### src/rtl/bdd_sbox_sequencer.sv
// rtl/bdd_sbox_sequencer.sv - precharge/evaluate sequencer for the dual-rail BDD S-box array
module bdd_sbox_sequencer #(
    parameter int NIBBLES     = 16,
    parameter int PRE_CYCLES  = 1,
    parameter int EVAL_CYCLES = 2
) (
    input  logic                   clk,
    input  logic                   rst_n,
    input  logic                   start,
    input  logic [4*NIBBLES-1:0]   din,
    output logic                   busy,
    output logic                   done,
    output logic [4*NIBBLES-1:0]   dout,
    output logic                   fault,
    output logic                   pre,
    output logic [3:0]             select,
    output logic [3:0]             select_bar,
    input  logic [3:0]             u_out,
    input  logic [3:0]             c_out
);

    localparam int IW   = (NIBBLES > 1) ? $clog2(NIBBLES) : 1;
    localparam int MAXC = (PRE_CYCLES > EVAL_CYCLES) ? PRE_CYCLES : EVAL_CYCLES;
    localparam int CW   = (MAXC > 1) ? $clog2(MAXC) : 1;

    localparam logic [IW-1:0] LAST_NIB  = IW'(NIBBLES - 1);
    localparam logic [CW-1:0] PRE_LAST  = CW'(PRE_CYCLES - 1);
    localparam logic [CW-1:0] EVAL_LAST = CW'(EVAL_CYCLES - 1);

    localparam logic [1:0] IDLE = 2'd0;
    localparam logic [1:0] PRE  = 2'd1;
    localparam logic [1:0] EVAL = 2'd2;
    localparam logic [1:0] DONE = 2'd3;

    logic [1:0]           state;
    logic [CW-1:0]        cnt;
    logic [IW-1:0]        index;
    logic [IW-1:0]        next_index;
    logic [4*NIBBLES-1:0] data;
    logic [3:0]           next_nibble;

    assign next_index  = index + 1'b1;
    assign next_nibble = data[{next_index, 2'b00} +: 4];
    // The complement rail is derived from the single select register so the
    // two can never disagree, even transiently.
    assign select_bar  = ~select;

    always_ff @(posedge clk) begin
        if (!rst_n) begin
            state  <= IDLE;
            cnt    <= '0;
            index  <= '0;
            data   <= '0;
            busy   <= 1'b0;
            done   <= 1'b0;
            dout   <= '0;
            fault  <= 1'b0;
            pre    <= 1'b0;
            select <= 4'h0;
        end else begin
            done <= 1'b0;
            case (state)
                IDLE: begin
                    if (start) begin
                        data   <= din;
                        fault  <= 1'b0;
                        index  <= '0;
                        cnt    <= '0;
                        select <= din[3:0];
                        busy   <= 1'b1;
                        state  <= PRE;
                    end
                end
                PRE: begin
                    if (cnt == PRE_LAST) begin
                        // Both precharged rails must have discharged to 0.
                        if ((u_out | c_out) != 4'h0) begin
                            fault <= 1'b1;
                        end
                        cnt   <= '0;
                        pre   <= 1'b1;
                        state <= EVAL;
                    end else begin
                        cnt <= cnt + 1'b1;
                    end
                end
                EVAL: begin
                    if (cnt == EVAL_LAST) begin
                        dout[{index, 2'b00} +: 4] <= u_out;
                        if (u_out != ~c_out) begin
                            fault <= 1'b1;
                        end
                        cnt <= '0;
                        pre <= 1'b0;
                        if (index == LAST_NIB) begin
                            busy  <= 1'b0;
                            done  <= 1'b1;
                            state <= DONE;
                        end else begin
                            index  <= next_index;
                            select <= next_nibble;
                            state  <= PRE;
                        end
                    end else begin
                        cnt <= cnt + 1'b1;
                    end
                end
                DONE: begin
                    select <= 4'h0;
                    index  <= '0;
                    state  <= IDLE;
                end
                default: state <= IDLE;
            endcase
        end
    end

endmodule

### config.mk
export PLATFORM = sky130hd
export DESIGN_NAME = bdd_sbox_sequencer
export DESIGN_NICKNAME = d
export VERILOG_FILES = /design/src/rtl/bdd_sbox_sequencer.sv
export SDC_FILE = /design/constraint.sdc
export NUM_CORES = 1
export LEC_CHECK = 0
export ABC_CLOCK_PERIOD_IN_PS = 5000
export CAP_MARGIN = 20
export CORE_ASPECT_RATIO = 1.1
export CORE_UTILIZATION = 34
export DETAILED_ROUTE_END_ITERATION = 10
export GPL_TIMING_DRIVEN = 0
export SYNTH_ARGS = -nofsm -noshare
export SYNTH_HDL_FRONTEND = slang
export SYNTH_SLANG_ARGS = --single-unit
### constraint.sdc
create_clock -name clk -period 5 [get_ports clk]
set_clock_uncertainty 0.1 [all_clocks]
set_input_delay 1 -clock clk [delete_from_list [all_inputs] [get_ports clk]]
set_output_delay 1 -clock clk [all_outputs]
set_load 0.03 [all_outputs]
# Word-level counts from Yosys, hierarchy flattened
# Index checks and enable logic that the tools add are counted.
# op_classes
addsub	3
eq_ne	12
shifts	3
mux	31
bitwise_logic	3
n_reduce_logical	15
# ops
operator	count
$bwmux 64	1
$shift 4x8->64 const A	1
$shiftx 4x8->64	1
$shiftx 64x7->4	1
$mux 4	6
$pmux 4 s3	2
$ne 2x2->1 const B	7
$mux 1	13
$reduce_and 3->1	3
$mux 2	4
$neg 6->8	1
$not 4->4	2
$pmux 2 s4	1
$reduce_and 4->1	2
$pmux 1 s3	2
$reduce_and 2->1	3
$reduce_and 6->1	1
$reduce_bool 3->1	2
$add 4x1->4 const B	1
$eq 2x2->1 const B	2
$eq 4x4->1 const B	1
$ne 4x4->1	1
$or 4x4->4	1
$pmux 1 s2	2
5 further kinds	6
# totals
reg_bits	143
inputBits	75
output_inout_bits	76
word_cells	77

# Longest topological paths before layout
# Gate-level depths: netlist of the first run.
# depth
ltp_word	5
depth_mapped	11
ltp_nobuf	7

# Least setup slack after synthesis of the first run
# OpenSTA, ideal clock, no wires.
# synth_path
path_kind	reg2reg
from	register index[0]
to	register select[1]
setup_time_ps	131
arrival_time_ps	2533
t_required_ps	4769
path_slack_ps	2236
stages_incl_launch_ff	11
n_path_buf	4
period_less_slack_ps	2764
cell_sequence	dfxtp_1 buf_2 buf_2 clkinv_1 ha_1 buf_4 buf_4 mux4_2 mux2i_1 o22a_1 o21ai_0
# synth_between
elab_chain_len	5
word_cells_on_any_way	8
cone_classes	add/sub: 1; eq/ne: 2; shift: 1; mux: 3; reduce/logical: 1
# synth_lines
item	line_no	rtl
start: declaration	37	logic [IW-1:0] index;
start signal: assignment	100	index <= next_index;
$add 4x1->4	42	assign next_index = index + 1'b1;
$shiftx 64x7->4	43	assign next_nibble = data[{next_index, 2'b00} +: 4];
$mux 4	95	if (index == LAST_NIB) begin
$mux 4	88	if (cnt == EVAL_LAST) begin
$pmux 4 s3	62	case (state)
end signal: assignment	69	select <= din[3:0];
end signal: assignment	101	select <= next_nibble;
end: declaration	16	output logic [3:0] select,
# Parallel ways exist; a longest one is shown, timed or not. The select of a mux whose other input is x is not followed.
# A chain may end at the register's enable or synchronous reset.

# Worst setup path after layout of the first run
# layout_path
from	register index[0]
to	register dout[60]
# layout_between
elab_chain_len	3
word_cells_on_any_way	4
cone_classes	add/sub: 1; shift: 2; mux: 1
# layout_lines
item	line_no	rtl
$neg 6->8 (*)	89	dout[{index, 2'b00} +: 4] <= u_out;
$shiftx 4x8->64 / $shift 4x8->64 (equally long branches)	89	
$bwmux 64 (*)	89	
end signal: indexed assignment	89	
end: declaration	13	output logic [4*NIBBLES-1:0] dout,
# Mark *: on every way between the ends. The rest lies on a longest branch, timed or not.

==> results.json, run 1 <==
{
  "status": "complete, no violations",
  "period_share": 0.697,
  "die_h_um": 146,
  "power_density_mw_per_mm2": 377,
  "drt_first_iter_violations": 384,
  "fin_ws_ns": 1.51,
  "post_drt_via_cell_ratio": 4.97,
  "fp.coreArea_mm2": 0.0184,
  "port_buffers": 150,
  "antenna_found_initial": 0,
  "crit_fanout": 10,
  "syn_area_per_cell_um2": 8.82,
  "cpMaxStageDelayCell": "nor3_1",
  "synth_area_mm2": 0.00641,
  "clk_latency_ns": 0.43,
  "crit_start": "index[0]$_SDFFE_PN0P_",
  "finalPower_uw": 3330,
  "first_pass_iters": 5,
  "synth_edf_count": 0,
  "synth-seq-cells": 143,
  "path_class": "register to register",
  "start_kind": "register",
  "r2r-start": "index[0]$_SDFFE_PN0P_",
  "endpoint_kind": "register",
  "yosys_most_used_dff": "dfxtp_1",
  "seq_area_frac_synth": 0.447,
  "syn_nets": 816,
  "syn_inst": 727,
  "final_util": 0.480,
  "slew_headroom": 0.346,
  "synth_top_area_frac": 0.447,
  "ctsHoldBuffers": 0,
  "p_leak_uw": 0.00315,
  "hold_start": "data[54]$_SDFFE_PN0P_",
  "ys_warn_count": 0,
  "ctsResizeCount": 0,
  "ys_top_cells_by_area": "dfxtp_1, a21oi_1, nand2_1, mux2i_1, mux4_2",
  "start_util": 0.348,
  "die_x_um": 133,
  "row_count": 52,
  "drc_errors": 0,
  "finalHoldViolCount": 0,
  "cts_max_level": 4,
  "setup_viol": 0,
  "crit_chain": "buf_2 > buf_2 > clkinv_1 > ha_1 > buf_4 > buf_4 > buf_2 > nor3_1 > nand3_1 > a21oi_1",
  "mostFrequentLayoutCells": "clkdlybuf4s50_1, dfxtp_1, nand2_1",
  "cts_inserted_buffers": 17,
  "max_freq_ghz": 0.287,
  "synth_area_leader_cell": "dfxtp_1",
  "dr_total_vias": 5722,
  "period_minus_slack_ns": 3.49,
  "pin_count": 151,
  "cts_root_buf": "clkbuf_16",
  "hpwl_um": 14000,
  "post_cts_buffers": 0,
  "grt_usage": 0.201,
  "cts.sinks": 143,
  "grt_max_degree": 17,
  "rsz0062_at_grt": "no",
  "cts_tree": "done",
  "nets": 985,
  "fin_tns_setup_ns": 0,
  "crit_required_ns": 5.26,
  "syn_to_final_growth_pct": 38.0,
  "cap_violations": 0,
  "ir_drop_mv": 0.278,
  "ant_nets": 0,
  "arrival_ns": 3.75,
  "slew_viol_final": 0,
  "routedWlPerCell_um": 16.4,
  "dp_slack_ns": 1.53,
  "path_common_cell": "buf_2",
  "place.gp.congestion": 0.851,
  "async_flop_share": 0,
  "hold_path.class": "register to register",
  "drive_above_1_share": 0.0859,
  "worstMarginPinSlew_ns": 0.972,
  "detail_route.wirelength_um": 18900,
  "synthDistinctLibCells": 51,
  "slowest_delay_ns": 0.65,
  "clkTransAtPathRegs_ns": 0.06,
  "dieArea_mm2": 0.0194,
  "grt_pass1_vias": 5501,
  "grt_overflow_total": 0,
  "num_antenna_cells": 0,
  "grt_pass1_wl_um": 29800,
  "clockBufferDepth": 2,
  "final_common_cell": "clkdlybuf4s50_1"
}
## path summary, 6_finish.rpt
path | endpoint | slack (ns) | depth (start not counted)
setup / recovery | dout[60]$_SDFFE_PN0P_ | 1.51 | 10
hold / removal | data[54]$_SDFFE_PN0P_ | 0.35 | 2
setup reg to reg | dout[60]$_SDFFE_PN0P_ | 1.51 | 10
hold reg to reg | data[54]$_SDFFE_PN0P_ | 0.35 | 2
## final cells by class
| type | count | area [um^2] |
|---|---|---|
| inverter | 20 | 75.1 |
| buffer | 49 | 213 |
| fill | 1813 | 9570 |
| sequential | 143 | 2860 |
| multi-input combinational | 515 | 3260 |
| tap | 243 | 304 |
| clock inverter | 10 | 188 |
| timing repair buffer | 150 | 1500 |
| clock buffer | 21 | 440 |
## metal layers
metal | part of all wire | global-route usage | vias up
li1 | - | - | 2847
met1 | 0.45 | 0.262 | 2650
met2 | 0.47 | 0.326 | 197
met3 | 0.062 | 0.0462 | 28
met4 | 0.017 | 0.0661 | 0
met5 | 0 | 0 | -
## power by group
part / switching, uW / total (uW) / leakage (uW) / internal, uW
registers: 64.8 / 1310 / 0.00116 / 1250
clock network: 495 / 1380 / 0.000297 / 882
logic: 388 / 644 / 0.00169 / 256
## flip-flops by register name, indices dropped and copies added (netlist names)
register,count
data,64
dout,64
index,4
select,4
state,2
busy,1
cnt,1
done,1
fault,1
pre,1
## synth_stat cells (4+ instances only)
| cell | number |
|---|---|
| and2_1 | 7 |
| nand3_1 | 33 |
| inv_1 | 18 |
| nor2b_1 | 4 |
| nor2_1 | 46 |
| nand2b_1 | 4 |
| buf_1 | 5 |
| ha_1 | 14 |
| clkbuf_1 | 32 |
| nand2_1 | 133 |
| a22oi_1 | 6 |
| o22a_1 | 4 |
| nor3_4 | 8 |
| and3_1 | 13 |
| mux4_2 | 16 |
| mux2i_1 | 43 |
| nor3_1 | 6 |
| a21oi_1 | 102 |
| buf_2 | 8 |
| dfxtp_1 | 143 |
| o21ai_0 | 41 |
## per-stage QoR
step                cells  area [um^2]  hold WS [ns]
floorplan             727         6410         0.333
global placement     1120         8220         0.340
detailed placement   1120         8220         0.345
CTS                  1151         8840         0.353
global route         1151         8840         0.374
finish               1151         8840         0.351
## worst max-delay path: cells and delay by family (launching register included)
kind,cells,cell delay [ns]
AOI/OAI and AO/OA,1,0.15
adders and majority gates,1,0.38
DFF,1,0.42
buffers and inverters,6,1.55
and+or+nand+nor,2,0.81
## cell families (layout without fill, tap and decap cells)
family                     count (synthesis)  in the layout  synth area share
DFF                                      143            143             0.447
AOI/OAI and AO/OA                        166            166             0.142
buffers and inverters                     69            250            0.0449
and+or+nand+nor                          274            274             0.210
muxes                                     59             59             0.123
xor gates and xnor gates                   2              2           0.00566
adders and majority gates                 14             14            0.0273
Note: power is estimated with default switching activity, not from simulation.
==> run 2, diff against run 1 <==
Settings changed: ABC_CLOCK_PERIOD_IN_PS 5000 to 3400.
Clock period 5 ns to 3.4 ns, I/O delays scaled along.
==> run 2 against run 1 <==
  * Flip-flop and latch count unchanged
  * Combinational power rose by 47%
  * First-iteration DRC count decreased by 21%
  * Highest routed layer unchanged
  * Largest cell class unchanged
  * Largest power group unchanged
  * Routed wire length grew 0.26%
==> results.json, run 2 (same netlist as run 1, synthesis figures left out) <==
{
  "post_cts_buffers": 0,
  "cpMaxStageDelayCell": "nor3_1",
  "crit_required_ns": 3.66,
  "cap_violations": 0,
  "start_util": 0.348,
  "endpoint_kind": "register",
  "hold_start": "data[54]$_SDFFE_PN0P_",
  "cts_root_buf": "clkbuf_16",
  "final_area_mm2": 0.00885,
  "clk_latency_ns": 0.43,
  "power_density_mw_per_mm2": 554,
  "pin_count": 151,
  "ctsHoldBuffers": 0,
  "period_share": 0.957,
  "ant_nets": 0,
  "post_drt_via_cell_ratio": 4.98,
  "whs_path_depth": 2,
  "finalHoldViolCount": 0,
  "mostFrequentLayoutCells": "clkdlybuf4s50_1, dfxtp_1, nand2_1",
  "grt_pass1_vias": 5501,
  "drt_first_iter_violations": 303,
  "dieArea_mm2": 0.0194,
  "routedWlPerCell_um": 16.4,
  "grt_overflow_total": 0,
  "r2r-start": "index[0]$_SDFFE_PN0P_",
  "slew_viol_final": 0,
  "path_common_cell": "buf_2",
  "fp.coreArea_mm2": 0.0184,
  "clockBufferDepth": 2,
  "cts_inserted_buffers": 17,
  "drive_above_1_share": 0.0870,
  "hold_path.class": "register to register",
  "setup_viol": 0,
  "cts.sinks": 143,
  "start_kind": "register",
  "port_buffers": 150,
  "crit_start": "index[0]$_SDFFE_PN0P_",
  "path_class": "register to register",
  "num_antenna_cells": 0,
  "final_common_cell": "clkdlybuf4s50_1",
  "dr_total_vias": 5731,
  "rrSetupSlack_ns": 0.15,
  "nFillCells": 1814,
  "nets": 985,
  "cts_tree": "done",
  "hpwl_um": 14000,
  "finalPower_uw": 4900,
  "grt_usage": 0.201,
  "r2r_cells": 10,
  "hold_end": "data[54]$_SDFFE_PN0P_",
  "fin_tns_setup_ns": 0,
  "first_pass_iters": 5,
  "slew_headroom": 0.356,
  "die_x_um": 133,
  "die_h_um": 146,
  "reg_top3": "data x64, dout x64",
  "whs_ns": 0.351,
  "syn_to_final_growth_pct": 38.1,
  "arrival_ns": 3.51,
  "worstMarginPinSlew_ns": 0.957,
  "seqCellArea_mm2": 0.00286,
  "crit_fanout": 10,
  "grt_pass1_wl_um": 29800,
  "ir_drop_mv": 0.407,
  "antenna_found_initial": 0,
  "period_minus_slack_ns": 3.25,
  "p_leak_uw": 0.00315,
  "rsz0062_at_grt": "no",
  "slowest_delay_ns": 0.70,
  "crit_chain": "buf_2 > clkbuf_4 > clkinv_2 > ha_1 > buf_4 > buf_6 > buf_2 > nor3_1 > nand3_1 > a21oi_1",
  "clkTransAtPathRegs_ns": 0.06,
  "place.gp.congestion": 0.851,
  "detail_route.wirelength_um": 18900,
  "r2r-end": "dout[60]$_SDFFE_PN0P_",
  "cts_max_level": 4,
  "row_count": 52,
  "grt_max_degree": 17,
  "drc_errors": 0,
  "ctsResizeCount": 1,
  "multiInputGateArea_mm2": 0.00326,
  "placed_area_mm2": 0.00822,
  "max_freq_ghz": 0.307,
  "status": "complete, no violations"
}
## run 2: changes by cell type in the layout (fill, tap and decap cells not counted)
| cell | previous run | this run |
|---|---|---|
| buf_2 | 8 | 7 |
| buf_6 | 1 | 2 |
| clkbuf_4 | 0 | 1 |
| clkinv_2 | 1 | 2 |
| clkinv_1 | 2 | 1 |
| buf_4 | 3 | 2 |
## run 2: how the worst max path moves through the flow
stage	endpoint	slack, ns	cells after the start
2_1_floorplan	select[1]$_SDFFE_PN0P_	0.64	10
3_3_place_gp	dout[44]$_SDFFE_PN0P_	-0.04	10
3_5_place_dp	dout[60]$_SDFFE_PN0P_	-0.07	10
4_1_cts	dout[42]$_SDFFE_PN0P_	0.07	11
5_1_grt	dout[28]$_SDFFE_PN0P_	0.03	10
6_report	dout[60]$_SDFFE_PN0P_	0.15	10
## run 2: metal layers
| layer | vias up | track usage | routed length [um] | share of wire |
|---|---|---|---|---|
| met3 | 28 | 0.0462 | 1070 | 0.057 |
| met1 | 2664 | 0.262 | 8490 | 0.45 |
| li1 | 2849 | - | - | - |
| met4 | 0 | 0.0661 | 329 | 0.017 |
| met5 | - | 0 | 0 | 0 |
| met2 | 190 | 0.326 | 9040 | 0.48 |
## run 2: stage by stage
step | cells | utilization | setup WS [ns]
2_1_floorplan | 727 | - | 0.636
3_3_place_gp | 1120 | 0.446 | -0.0437
3_5_place_dp | 1120 | 0.446 | -0.0662
4_1_cts | 1151 | 0.480 | 0.0672
5_1_grt | 1151 | 0.481 | 0.0340
6_report | 1151 | 0.481 | 0.147
## run 2: layout make-up
cell class              count  share of cell area
clock buffers              21              0.0498
clock inverters            10              0.0212
multi-input cells         515               0.368
inverters                  20             0.00862
well taps                 243              0.0343
plain buffers              49              0.0247
repair buffers            150               0.170
flip-flops and latches    143               0.323
## run 2: power breakdown
part | leakage [uW] | switching (uW) | internal, uW
sequential | 0.00116 | 95.3 | 1830
clock | 0.000297 | 729 | 1300
combinational | 0.00169 | 573 | 376
total | 0.00315 | 1400 | 3510
## run 2: worst max-delay path: cells and delay by family (launching register included)
family | cells | cell delay, ns
adder cells (fa/ha/maj) | 1 | 0.33
buffers and inverters | 6 | 1.33
AND/OR/NAND/NOR | 2 | 0.85
flip-flops | 1 | 0.41
AO/OA/AOI/OAI | 1 | 0.15
